### src/rtl/arb_pkg.sv
// Shared types, constants and helpers for the round-robin arbiter.
// Optional hold-limit fairness timer is enabled with ARB_HOLD_LIMIT_EN.
package arb_pkg;

  localparam int MAX_REQ   = 64;
  localparam int MAX_IDX_W = 6;

  localparam logic [MAX_REQ-1:0] IDLE_OH = '0;

  typedef enum logic {
    ST_IDLE,
    ST_GRANT
  } arb_st_e;

  function automatic int idx_w(input int n);
    return (n < 2) ? 1 : $clog2(n);
  endfunction

  function automatic logic [MAX_IDX_W-1:0] onehot_to_idx(
    input logic [MAX_REQ-1:0] oh
  );
    logic [MAX_IDX_W-1:0] idx;
    idx = '0;
    for (int i = 0; i < MAX_REQ; i++) begin
      if (oh[i]) idx = idx | MAX_IDX_W'(i);
    end
    return idx;
  endfunction

endpackage

### src/rtl/arb_rr_pick.sv
// Combinational rotate-search: first set req bit at or after start,
// wrapping, optionally skipping one excluded index.
module arb_rr_pick
  import arb_pkg::*;
#(
  parameter int NUM_REQ = 4
) (
  input  logic [NUM_REQ-1:0]        req,
  input  logic [idx_w(NUM_REQ)-1:0] start,
  input  logic                      excl_valid,
  input  logic [idx_w(NUM_REQ)-1:0] excl,
  output logic                      found,
  output logic [NUM_REQ-1:0]        pick
);

  localparam int IW = idx_w(NUM_REQ);

  logic [IW-1:0] idx;

  always_comb begin
    found = 1'b0;
    pick  = '0;
    idx   = '0;
    for (int k = 0; k < NUM_REQ; k++) begin
      idx = IW'((int'(start) + k) % NUM_REQ);
      if (!found && req[idx] &&
          !(excl_valid && idx == excl)) begin
        found     = 1'b1;
        pick[idx] = 1'b1;
      end
    end
  end

endmodule

### src/rtl/fsm_arbiter_rr.sv
// N-way round-robin grant FSM with direct handoff and registered grants.
// Define ARB_HOLD_LIMIT_EN to add the HOLD_MAX fairness timeout.
module fsm_arbiter_rr
  import arb_pkg::*;
#(
  parameter int NUM_REQ  = 4,
  parameter int HOLD_MAX = 8
) (
  input  logic                      clock,
  input  logic                      reset,
  input  logic [NUM_REQ-1:0]        req,
  output logic [NUM_REQ-1:0]        gnt,
  output logic                      gnt_valid,
  output logic [idx_w(NUM_REQ)-1:0] gnt_id
);

  localparam int IW = idx_w(NUM_REQ);
  localparam logic [IW-1:0] LAST = IW'(NUM_REQ - 1);

  arb_st_e            st;
  logic [NUM_REQ-1:0] owner;
  logic [IW-1:0]      ptr;

  logic [MAX_IDX_W-1:0] own_full;
  logic [MAX_IDX_W-1:0] pick_full;
  logic [IW-1:0]        own_idx;
  logic [IW-1:0]        own_nxt;
  logic [IW-1:0]        pick_idx;
  logic [IW-1:0]        pick_nxt;
  logic [IW-1:0]        start;
  logic                 idle;
  logic                 req_own;
  logic                 found;
  logic                 timeout;
  logic [NUM_REQ-1:0]   pick;

  assign idle     = (st == ST_IDLE);
  assign req_own  = |(req & owner);
  assign own_full = onehot_to_idx(MAX_REQ'(owner));
  assign own_idx  = own_full[IW-1:0];
  assign own_nxt  = (own_idx == LAST) ? '0 : own_idx + 1'b1;
  assign start    = idle ? ptr : own_nxt;

  arb_rr_pick #(
    .NUM_REQ(NUM_REQ)
  ) u_pick (
    .req       (req),
    .start     (start),
    .excl_valid(!idle),
    .excl      (own_idx),
    .found     (found),
    .pick      (pick)
  );

  assign pick_full = onehot_to_idx(MAX_REQ'(pick));
  assign pick_idx  = pick_full[IW-1:0];
  assign pick_nxt  = (pick_idx == LAST) ? '0 : pick_idx + 1'b1;

`ifdef ARB_HOLD_LIMIT_EN
  localparam int HW = $clog2(HOLD_MAX + 1);
  localparam logic [HW-1:0] HOLD_LAST = HW'(HOLD_MAX - 1);

  logic [HW-1:0] hold_cnt;

  assign timeout = req_own && (hold_cnt == HOLD_LAST);
`else
  assign timeout = 1'b0;
`endif

  always_ff @(posedge clock) begin
    if (reset) begin
      st        <= ST_IDLE;
      owner     <= '0;
      ptr       <= '0;
      gnt       <= '0;
      gnt_valid <= 1'b0;
      gnt_id    <= '0;
`ifdef ARB_HOLD_LIMIT_EN
      hold_cnt  <= '0;
`endif
    end else begin
      gnt       <= owner;
      gnt_valid <= |owner;
      gnt_id    <= own_idx;
      unique case (st)
        ST_IDLE: begin
          if (found) begin
            st    <= ST_GRANT;
            owner <= pick;
            ptr   <= pick_nxt;
          end
        end
        ST_GRANT: begin
          if (req_own && !timeout) begin
`ifdef ARB_HOLD_LIMIT_EN
            hold_cnt <= hold_cnt + 1'b1;
`endif
          end else if (found) begin
            owner <= pick;
            ptr   <= pick_nxt;
`ifdef ARB_HOLD_LIMIT_EN
            hold_cnt <= '0;
`endif
          end else if (timeout) begin
            // lone requester: keep it, restart its window
`ifdef ARB_HOLD_LIMIT_EN
            hold_cnt <= '0;
`endif
          end else begin
            st    <= ST_IDLE;
            owner <= '0;
`ifdef ARB_HOLD_LIMIT_EN
            hold_cnt <= '0;
`endif
          end
        end
        default: begin
          st    <= ST_IDLE;
          owner <= '0;
        end
      endcase
    end
  end

endmodule

### config.mk
export PLATFORM = sky130hd
export DESIGN_NAME = fsm_arbiter_rr
export DESIGN_NICKNAME = d
export VERILOG_FILES = /design/src/rtl/arb_pkg.sv /design/src/rtl/arb_rr_pick.sv /design/src/rtl/fsm_arbiter_rr.sv
export SDC_FILE = /design/constraint.sdc
export NUM_CORES = 1
export LEC_CHECK = 0
export BUFFER_PORTS_ARGS = -buffer_cell sky130_fd_sc_hd__buf_2
export CAP_MARGIN = 5
export CORE_UTILIZATION = 30
export CTS_BUF_LIST = sky130_fd_sc_hd__clkbuf_16
export CTS_CLUSTER_SIZE = 8
export DETAILED_ROUTE_END_ITERATION = 8
export PLACE_DENSITY = 0.52
export SLEW_MARGIN = 20
export SYNTH_ARGS = -nofsm -noshare
export SYNTH_HDL_FRONTEND = slang
export SYNTH_SLANG_ARGS = --single-unit
### constraint.sdc
create_clock -name clock -period 9.5 [get_ports clock]
set_input_delay 0.475 -clock clock [delete_from_list [all_inputs] [get_ports clock]]
set_output_delay 0.475 -clock clock [all_outputs]
set_load 0.02 [all_outputs]
==> key figures <==
Flow run
  • Max-cap violations: 0

Synth
  • Yosys reg bits: 14
  • Post-Syn Instances: 104
  • Synth unique cells: 37
  • Synthesis Warnings: 0
  • Share of the yosys chip area belonging to registers: 29.4%
  • Avg Inst Size Synth: 9.18 sq um
  • Syn Std Cell Area: 955 sq um
  • Net Count, Synth: 116

Critical path
  • Worst Path Arrival: 3.65 ns
  • CP startpoint kind: register
  • Crit Path Max Fanout: 10
  • Critical path depth in cells: 9
  • CP Buf/Inv Count: 1
  • WP data required: 9.67 ns
  • FF-to-FF path depth: 9
  • CP endpoint kind: register
  • Critical path type: register to register
  • CP max stage cell: o31ai_1
  • Crit path cell chain: inv_1 > o31ai_1 > ha_1 > mux2i_1 > a221oi_4 > a211oi_2 > a21oi_2 > mux2_2 > nor2_1
  • CP delay by family, top: compound AO/OA/AOI/OAI gates
  • Worst path max stage delay: 0.61 ns
  • Reg2Reg Setup Slack: 6.02 ns

Global route
  • Tot GR Track Use: 11.7%
  • Number of global-route vias before repair: 650
  • Initial antenna violation count: 0
  • Global-route wire length before repair: 2990 um
  • Pin count of the biggest net entering global routing: 11
  • Total gr overflow: 0

Die
  • Core ar.: 3030 sq um
  • DIE AREA: 3410 sq um
  • I/O pin cnt: 13
  • Die X: 58.4 um
  • Die Span Y: 58.4 um
  • Placement Rows: 20
  • Initial Util: 31.5%

Clock network
  • CTS Buf Count: 3
  • CTS sink count: 14
  • CTS Hold Bufs: 0
  • Postcts setup bufs: 0
  • Worst-Skew Late Latency: 0.24 ns
  • CTS tree: built
  • Buffer depth of the longest clock path: 2
  • CTS root buffer: clkbuf_16
  • H-tree lvl count: 1
  • Reg clk slew, reported paths: 0.04 ns
  • Count of cells resized by post-cts repair: 0

Outcome
  • Status: complete, no violations

STA
  • RSZ-0062 raised after global routing: false
  • Worst slew margin relative to its limit: 51.6%
  • Fmax: 288 MHz
  • Final total negative setup slack: 0 ns
  • Final setup violation count: 0
  • Clock Skew: 0.00113 ns
  • Slew Viols, Final: 0
  • Final min period: 3.48 ns
  • Fin crit share: 36.6%
  • Endpoints failing hold: 0
  • Slew at the pin closest to its max-slew limit: 0.726 ns

Layout
  • Fill cells: 315
  • Antenna Cells: 0
  • Synthesis-to-layout area growth: 17.6%
  • Final nets: 129
  • Share of post-route cells with drive strength above 1: 25.9%
  • Final Util: 37.1%

Power
  • Worst VDD drop: 0.165 mV
  • Static Leak: 0.000496 uW
  • Pwr/cell area: 401 nW/um^2

Route
  • Via count: 763
  • First drt pass iteration count: 4
  • Final wirelength: 1920 um
  • Antenna-violating nets left: 0
  • Via density: 4.77
  • Routed length per instance: 12.0 um
  • Initial DRC count: 24
  • DRC: 0

Placed design
  • RePlAce Congestion: 0.727
  • Hpwl dp: 1550 um
  • Port buffer count: 12

Min path
  • Worst hold stages: 1
  • Worst hold path class: register to register
==> routing by layer <==
metal  vias to the layer above  wire, um  GRT usage [%]
met5                         -         0              0
met4                         0         0           4.08
met3                         0        27           2.64
met2                         6       995           19.2
met1                       363       900           15.1
li1                        394         -              -
==> cell families after synthesis <==
family,after synthesis,synth area share [%]
AO/OA/AOI/OAI,28,29.2
flip-flops,14,29.4
multiplexers,5,5.50
AND/OR/NAND/NOR,39,20.6
XOR/XNOR,3,2.75
adder cells (fa/ha/maj),6,7.86
buffers and inverters,9,4.72
==> layout by cell type, fill, tap and decap left out, drive strengths merged, types with 4 or more instances in the layout <==
cell type   n
a22oi       6
dfxtp      14
o211a       4
o2bb2ai     4
nor2       12
inv         5
a21oi       4
buf        12
nand2      12
ha          6
nor2b       6
==> synth_stat cells <==
| cell type | n | area (sq um) |
|---|---|---|
| o31ai_1 | 1 | 7.51 |
| nor3b_1 | 1 | 7.51 |
| or3_1 | 1 | 6.26 |
| a21o_1 | 1 | 7.51 |
| inv_1 | 4 | 15.0 |
| a21oi_2 | 1 | 8.76 |
| nand2_4 | 1 | 11.3 |
| nand2b_1 | 2 | 12.5 |
| nand2_1 | 11 | 41.3 |
| clkbuf_1 | 2 | 7.51 |
| inv_2 | 1 | 3.75 |
| buf_4 | 1 | 7.51 |
| or2_2 | 2 | 12.5 |
| a211oi_2 | 2 | 25.0 |
| a21oi_1 | 3 | 15.0 |
| mux2_2 | 2 | 22.5 |
| nor2_1 | 12 | 45.0 |
| a22o_1 | 1 | 8.76 |
| a221oi_4 | 1 | 26.3 |
| or3b_4 | 1 | 11.3 |
| o2bb2ai_2 | 2 | 30.0 |
| xor2_1 | 1 | 8.76 |
| buf_6 | 1 | 11.3 |
| a221oi_1 | 1 | 8.76 |
| xnor2_1 | 2 | 17.5 |
| ha_1 | 6 | 75.1 |
| o211a_1 | 4 | 40.0 |
| nand3_1 | 1 | 5.00 |
| o2bb2ai_1 | 2 | 17.5 |
| a22oi_1 | 6 | 45.0 |
| a211oi_4 | 1 | 20.0 |
| nor4_1 | 1 | 6.26 |
| a21bo_2 | 1 | 10.0 |
| o221ai_1 | 1 | 8.76 |
| mux2i_1 | 3 | 30.0 |
| dfxtp_1 | 14 | 280 |
| nor2b_1 | 6 | 37.5 |
==> worst reg2reg max path, stage by stage (launching register included) <==
cell and delay [ns]:
dfxtp_1 0.50, inv_1 0.14, o31ai_1 0.61, ha_1 0.44, mux2i_1 0.20, a221oi_4 0.54
a211oi_2 0.18, a21oi_2 0.33, mux2_2 0.38, nor2_1 0.08
==> where the power goes <==
group / internal [uW] / switching, uW
registers: 75.8 / 13.2
clock network: 55.4 / 21.5
logic: 119 / 165
total: 250 / 200
==> worst paths after layout <==
| kind | end | from |
|---|---|---|
| min reg2reg | gnt[0] | owner[0] |
| min | gnt[0] | owner[0] |
| max reg2reg | ptr[0] | st |
| max | ptr[0] | st |
==> cell type report <==
type	count	area (sq um)	area share, %
clock buffers	3	75.1	6.69
repair buffers	12	60.1	5.35
clock inverters	1	3.75	0.334
well taps	44	55.1	4.91
multi-input cells	81	629	56.1
inverters	5	18.8	1.67
flip-flops and latches	14	280	25.0
==> per-stage QoR <==
stage	worst slack [ns]	hold slack [ns]	power, uW	std cells	instance area (sq um)
after global routing	5.77	0.545	483	160	1120
after floorplan	6.41	0.473	329	104	955
after detailed placement	6.01	0.518	375	156	1040
final	6.02	0.521	450	160	1120
after CTS	6.01	0.524	454	160	1120
after global placement	6.17	0.518	369	156	1040
==> state kept, by name (all words and copies together), names as in the netlist <==
signal,cells
st,1
gnt,4
ptr,2
gnt_valid,1
gnt_id,2
owner,4
(Power assumes the default switching activity.)
